### config.mk
export PLATFORM = sky130hd
export DESIGN_NAME = fft_frame_ctrl
export DESIGN_NICKNAME = d
export VERILOG_FILES = /design/src/rtl/fft_frame_ctrl.sv
export SDC_FILE = /design/constraint.sdc
export NUM_CORES = 1
export LEC_CHECK = 0
export ABC_AREA = 1
export BUFFER_PORTS_ARGS = -buffer_cell sky130_fd_sc_hd__buf_2
export CAP_MARGIN = 20
export CORE_MARGIN = 2
export CORE_UTILIZATION = 57
export CTS_BUF_LIST = sky130_fd_sc_hd__clkbuf_4 sky130_fd_sc_hd__clkbuf_8 sky130_fd_sc_hd__clkbuf_16
export DETAILED_ROUTE_END_ITERATION = 8
export GPL_ROUTABILITY_DRIVEN = 1
export PLACE_DENSITY = 0.87
export SKIP_CTS_REPAIR_TIMING = 1
export SYNTH_ARGS = -nofsm -noshare
export SYNTH_HDL_FRONTEND = slang
export SYNTH_SLANG_ARGS = --single-unit
export TNS_END_PERCENT = 5
### constraint.sdc
create_clock -name clk -period 5.8 [get_ports clk]
set_input_delay 1.16 -clock clk [delete_from_list [all_inputs] [get_ports clk]]
set_output_delay 1.16 -clock clk [all_outputs]
set_load 0.005 [all_outputs]
### src/rtl/fft_frame_ctrl.sv
// fft_frame_ctrl: frames a DMA sample stream through an FFT core, counting samples per frame and frames per run.
// Optional build macro FFT_TLAST_CHECK_EN: flags o_err when s_axis_tlast disagrees with the input sample counter.
module fft_frame_ctrl #(
  parameter int DWIDTH  = 32,
  parameter int POINT_W = 11,
  parameter int BURST_W = 10
) (
  input  logic               clk,
  input  logic               reset,
  input  logic               i_start,
  input  logic [POINT_W-1:0] i_point,
  input  logic [BURST_W-1:0] i_burst,
  input  logic [DWIDTH-1:0]  s_axis_tdata,
  input  logic               s_axis_tvalid,
  output logic               s_axis_tready,
  input  logic               s_axis_tlast,
  output logic [DWIDTH-1:0]  c_in_tdata,
  output logic               c_in_tvalid,
  input  logic               c_in_tready,
  input  logic [DWIDTH-1:0]  c_out_tdata,
  input  logic               c_out_tvalid,
  output logic               c_out_tready,
  output logic [DWIDTH-1:0]  m_axis_tdata,
  output logic               m_axis_tvalid,
  input  logic               m_axis_tready,
  output logic               m_axis_tlast,
  output logic               o_busy,
  output logic               o_done,
  output logic               o_err
);

  localparam logic [1:0] IDLE  = 2'd0;
  localparam logic [1:0] RUN   = 2'd1;
  localparam logic [1:0] DRAIN = 2'd2;

  localparam logic [POINT_W-1:0] POINT_ONE = {{(POINT_W-1){1'b0}}, 1'b1};
  localparam logic [POINT_W-1:0] POINT_MIN = POINT_W'(4);
  localparam logic [POINT_W-1:0] POINT_MAX = {1'b1, {(POINT_W-1){1'b0}}};
  localparam logic [BURST_W-1:0] BURST_ONE = {{(BURST_W-1){1'b0}}, 1'b1};

  logic [1:0]         state;
  logic [POINT_W-1:0] point_r;
  logic [BURST_W-1:0] burst_r;
  logic [POINT_W-1:0] in_cnt;
  logic [POINT_W-1:0] out_cnt;
  logic [BURST_W-1:0] in_frames;
  logic [BURST_W-1:0] out_frames;
  logic               start_d;

  logic               start_rise;
  logic               cfg_ok;
  logic               start_ok;
  logic [POINT_W-1:0] point_m1;
  logic [BURST_W-1:0] burst_m1;
  logic               in_en;
  logic               out_en;
  logic               in_hs;
  logic               out_hs;
  logic               in_wrap;
  logic               out_wrap;
  logic               in_final;
  logic               out_final;
  logic               tlast_err;

  assign start_rise = i_start & ~start_d;
  assign cfg_ok     = ((i_point & (i_point - POINT_ONE)) == '0) &&
                      (i_point >= POINT_MIN) && (i_point <= POINT_MAX) &&
                      (i_burst != '0);
  assign start_ok   = (state == IDLE) && start_rise && cfg_ok;

  assign point_m1 = point_r - POINT_ONE;
  assign burst_m1 = burst_r - BURST_ONE;

  assign in_en  = (state == RUN) && (in_frames < burst_r);
  assign out_en = ((state == RUN) || (state == DRAIN)) && (out_frames < burst_r);

  // Data never touches a register: the block only gates the handshakes around the core.
  assign c_in_tdata    = s_axis_tdata;
  assign c_in_tvalid   = s_axis_tvalid & in_en;
  assign s_axis_tready = c_in_tready & in_en;
  assign m_axis_tdata  = c_out_tdata;
  assign m_axis_tvalid = c_out_tvalid & out_en;
  assign c_out_tready  = m_axis_tready & out_en;
  assign m_axis_tlast  = out_en & (out_cnt == point_m1);
  assign o_busy        = (state != IDLE);

  assign in_hs     = s_axis_tvalid & s_axis_tready;
  assign out_hs    = m_axis_tvalid & m_axis_tready;
  assign in_wrap   = (in_cnt == point_m1);
  assign out_wrap  = (out_cnt == point_m1);
  assign in_final  = in_hs & in_wrap & (in_frames == burst_m1);
  assign out_final = out_hs & out_wrap & (out_frames == burst_m1);

`ifdef FFT_TLAST_CHECK_EN
  assign tlast_err = in_hs & (s_axis_tlast != in_wrap);
`else
  logic tlast_unused;
  assign tlast_unused = s_axis_tlast;
  assign tlast_err    = 1'b0;
`endif

  // Held at 1 through reset so an i_start already high does not look like a fresh edge.
  always_ff @(posedge clk) begin
    if (reset) begin
      start_d <= 1'b1;
    end else begin
      start_d <= i_start;
    end
  end

  // Output completion wins over input completion so a same-cycle finish goes straight to IDLE.
  always_ff @(posedge clk) begin
    if (reset) begin
      state   <= IDLE;
      point_r <= '0;
      burst_r <= '0;
      o_done  <= 1'b0;
    end else begin
      o_done <= 1'b0;
      case (state)
        IDLE: begin
          if (start_ok) begin
            point_r <= i_point;
            burst_r <= i_burst;
            state   <= RUN;
          end
        end
        RUN: begin
          if (out_final) begin
            state  <= IDLE;
            o_done <= 1'b1;
          end else if (in_final) begin
            state <= DRAIN;
          end
        end
        DRAIN: begin
          if (out_final) begin
            state  <= IDLE;
            o_done <= 1'b1;
          end
        end
        default: begin
          state <= IDLE;
        end
      endcase
    end
  end

  always_ff @(posedge clk) begin
    if (reset || start_ok) begin
      in_cnt     <= '0;
      out_cnt    <= '0;
      in_frames  <= '0;
      out_frames <= '0;
    end else begin
      if (in_hs) begin
        if (in_wrap) begin
          in_cnt    <= '0;
          in_frames <= in_frames + BURST_ONE;
        end else begin
          in_cnt <= in_cnt + POINT_ONE;
        end
      end
      if (out_hs) begin
        if (out_wrap) begin
          out_cnt    <= '0;
          out_frames <= out_frames + BURST_ONE;
        end else begin
          out_cnt <= out_cnt + POINT_ONE;
        end
      end
    end
  end

  // A start edge seen in IDLE re-grades the error flag; edges during a run are ignored.
  always_ff @(posedge clk) begin
    if (reset) begin
      o_err <= 1'b0;
    end else if ((state == IDLE) && start_rise) begin
      o_err <= ~cfg_ok;
    end else if (tlast_err) begin
      o_err <= 1'b1;
    end
  end

endmodule

==> reports/results.ini <==
[status]
status = finished clean

[critical_path]
crit_type = reg2out
cp.required_ps = 4640
crit_arrival_ps = 2450
reg2reg_slack_ps = 2810
crit_path_start_kind = register
r2r-end = in_cnt[10]
reg2reg_depth = 12
critPathMaxFanout = 4
cp-end-kind = output port
r2r-start = burst_r[5]

[power_and_ir_drop]
irDropWorstVdd_v = 0.000139
p_leak_nw = 2.38
powerDensity_mw_per_mm2 = 178

[cells_and_area]
drive_above_1_share = 0.123
diodes = 0
n_fill_cell = 935
nets = 941
register_area_mm2 = 0.00136
finalNonFillerCells = 957
fin_util = 0.581
stdcell_area_mm2 = 0.00560
multi_input_area_mm2 = 0.00330
syn_to_final_growth_pct = 0.314

[min_path]
hp-class = reg2reg
hold_start = o_err
worstHoldPathCells = 2
whs_endpoint = o_err

[synth]
synth_top_area_frac = 0.244
syn_area_per_cell_um2 = 6.59
synth_seq_cells = 68
synthArstFlopShare = 0
synth_area_mm2 = 0.00558
synth.most_common_cell = nand2_1
yosysWarnings = 0
synth_ff_type = dfxtp_1
syn-num-nets = 969
synth_cells = 847
synth.area.top_cells = dfxtp_1, nand2_1, buf_4, nand3_1, ha_1
synth_enable_flop_cells = 0
seq_area_frac_synth = 0.244
ys_types = 43
synth_area_leader_cell = dfxtp_1
synth.cells.most_frequent = nand2_1, inv_1, nand3_1, nor2_1, dfxtp_1

[placement]
dp_cells = 941
dpl_cell_area_mm2 = 0.00539
hpwlAfterDp_um = 10200
globalplace.congestion = 1.01
port_buffers = 35
post-place-ws_ps = 2380

[clocking]
cts_tree = done
numCtsBuffers = 9
insertion_delay_ps = 360
clock_path_buffers = 2
htree_levels = 3
cts-root-buf = clkbuf_8
clk_pin_slew_ps = 80
cts.sinks = 68

[timing]
fin_setup_tns_ps = 0
layout_setup_ws_ps = 2190
finalCritPeriodShare = 0.623
maxSlewHeadroom = 0.443
fin_skew_ps = 8.28
finalSetupViolCount = 0
fmax_mhz = 277
maxSlewViolCount = 0
period_needed_ps = 3610
worstMarginPinSlew_ps = 831
hold_viol_final = 0
rsz0062_at_grt = false

[die]
die_width_um = 103
initial_core_util = 0.579
die-area_mm2 = 0.0106
coreArea_mm2 = 0.00964
die_y_um = 103
rows = 36
ioPinCount = 165

[job]
max-cap-violations = 0

[routing]
viasPerCell = 5.46
vias = 5230
routed_wl_um = 13200
drt_iter0_markers = 428
first_pass_iters = 5
wl_per_cell_um = 13.8
drc_errors = 0
antenna_left = 0

[grt]
antenna_found_initial = 0
grt_max_degree = 41
grt-ovfl-total = 0
grtUsageTotal = 0.260
grt_pass1_wl_um = 21600
grt_pass1_vias = 4683

-- metrics by stage --
| stage | power [mW] | hold WS, ps |
|---|---|---|
| floorplan | 0.595 | 434 |
| global placement | 0.591 | 461 |
| detailed placement | 0.594 | 468 |
| CTS | 0.999 | 484 |
| global route | 1.04 | 515 |
| finish | 0.999 | 485 |
-- critical path, cell delays in order, from the launching register on --
cell and delay (ps):
dfxtp_1 350, inv_2 110, ha_1 320, nand3_4 160
o21ai_2 230, nand2_1 110, nand2_1 110, nand3_1 80
nor2_1 90, nand4_1 250, nor2_1 160, buf_2 130
-- flip-flops by register name, indices dropped and copies added, names as in the netlist --
register    flops
in_cnt         11
state           2
out_cnt        11
in_frames      10
start_d         1
o_err           1
point_r        11
burst_r        10
o_done          1
out_frames     10
-- worst max-delay path by stage --
stage	startpoint	endpoint	cells past startpoint
global route	point_r[0]	m_axis_tlast	11
CTS	point_r[0]	m_axis_tlast	11
detailed placement	i_burst[5]	in_frames[2]	9
floorplan	point_r[0]	m_axis_tlast	10
finish	point_r[0]	m_axis_tlast	11
global placement	i_burst[5]	in_frames[2]	9
-- kinds of logic (layout without fill, tap and decap cells) --
group	Yosys count	count (layout)	share of synthesized area
XOR/XNOR	26	26	0.0457
AO/OA/AOI/OAI	125	125	0.123
AND/OR/NAND/NOR	420	420	0.357
adder cells (fa/ha/maj)	29	29	0.0650
buffers and inverters	179	156	0.166
flip-flops	68	68	0.244
-- metal layers --
layer	wire length [µm]	vias to the layer above	global-route usage
li1	-	2658	-
met1	6060	2342	0.356
met2	5720	190	0.396
met3	1070	40	0.0515
met4	354	0	0.116
met5	0	-	0
-- power by group --
part	internal [mW]	total, mW	switching (mW)
Combinational	0.0419	0.108	0.0658
Clock	0.225	0.414	0.189
Sequential	0.473	0.477	0.00400
-- final cells by class --
type / count / area share
flip-flops and latches: 68 / 0.243
well taps: 133 / 0.0297
clock inverters: 4 / 0.00849
clock buffers: 12 / 0.0284
inverters: 105 / 0.0704
multi-input cells: 600 / 0.589
repair buffers: 35 / 0.0313
-- cell usage in the layout (no fill, tap or decap), types with 3 or more instances in the layout --
cell type  count
nand2_1      181
inv_1         92
nor2_1        77
nand3_1       77
dfxtp_1       68
a21oi_1       67
buf_2         35
o21ai_0       33
ha_1          29
nor3_1        21
xor2_1        21
nand4_1       12
inv_2         12
clkbuf_8      11
nor2_2         9
nand3b_1       8
o21ai_1        7
nor4_1         7
nor2_4         6
nand2_2        5
a211oi_1       4
nor3_2         4
or2_2          3
xnor2_1        3
o21a_1         3
nand3_4        3
Power figures use the tool's default switching activity.
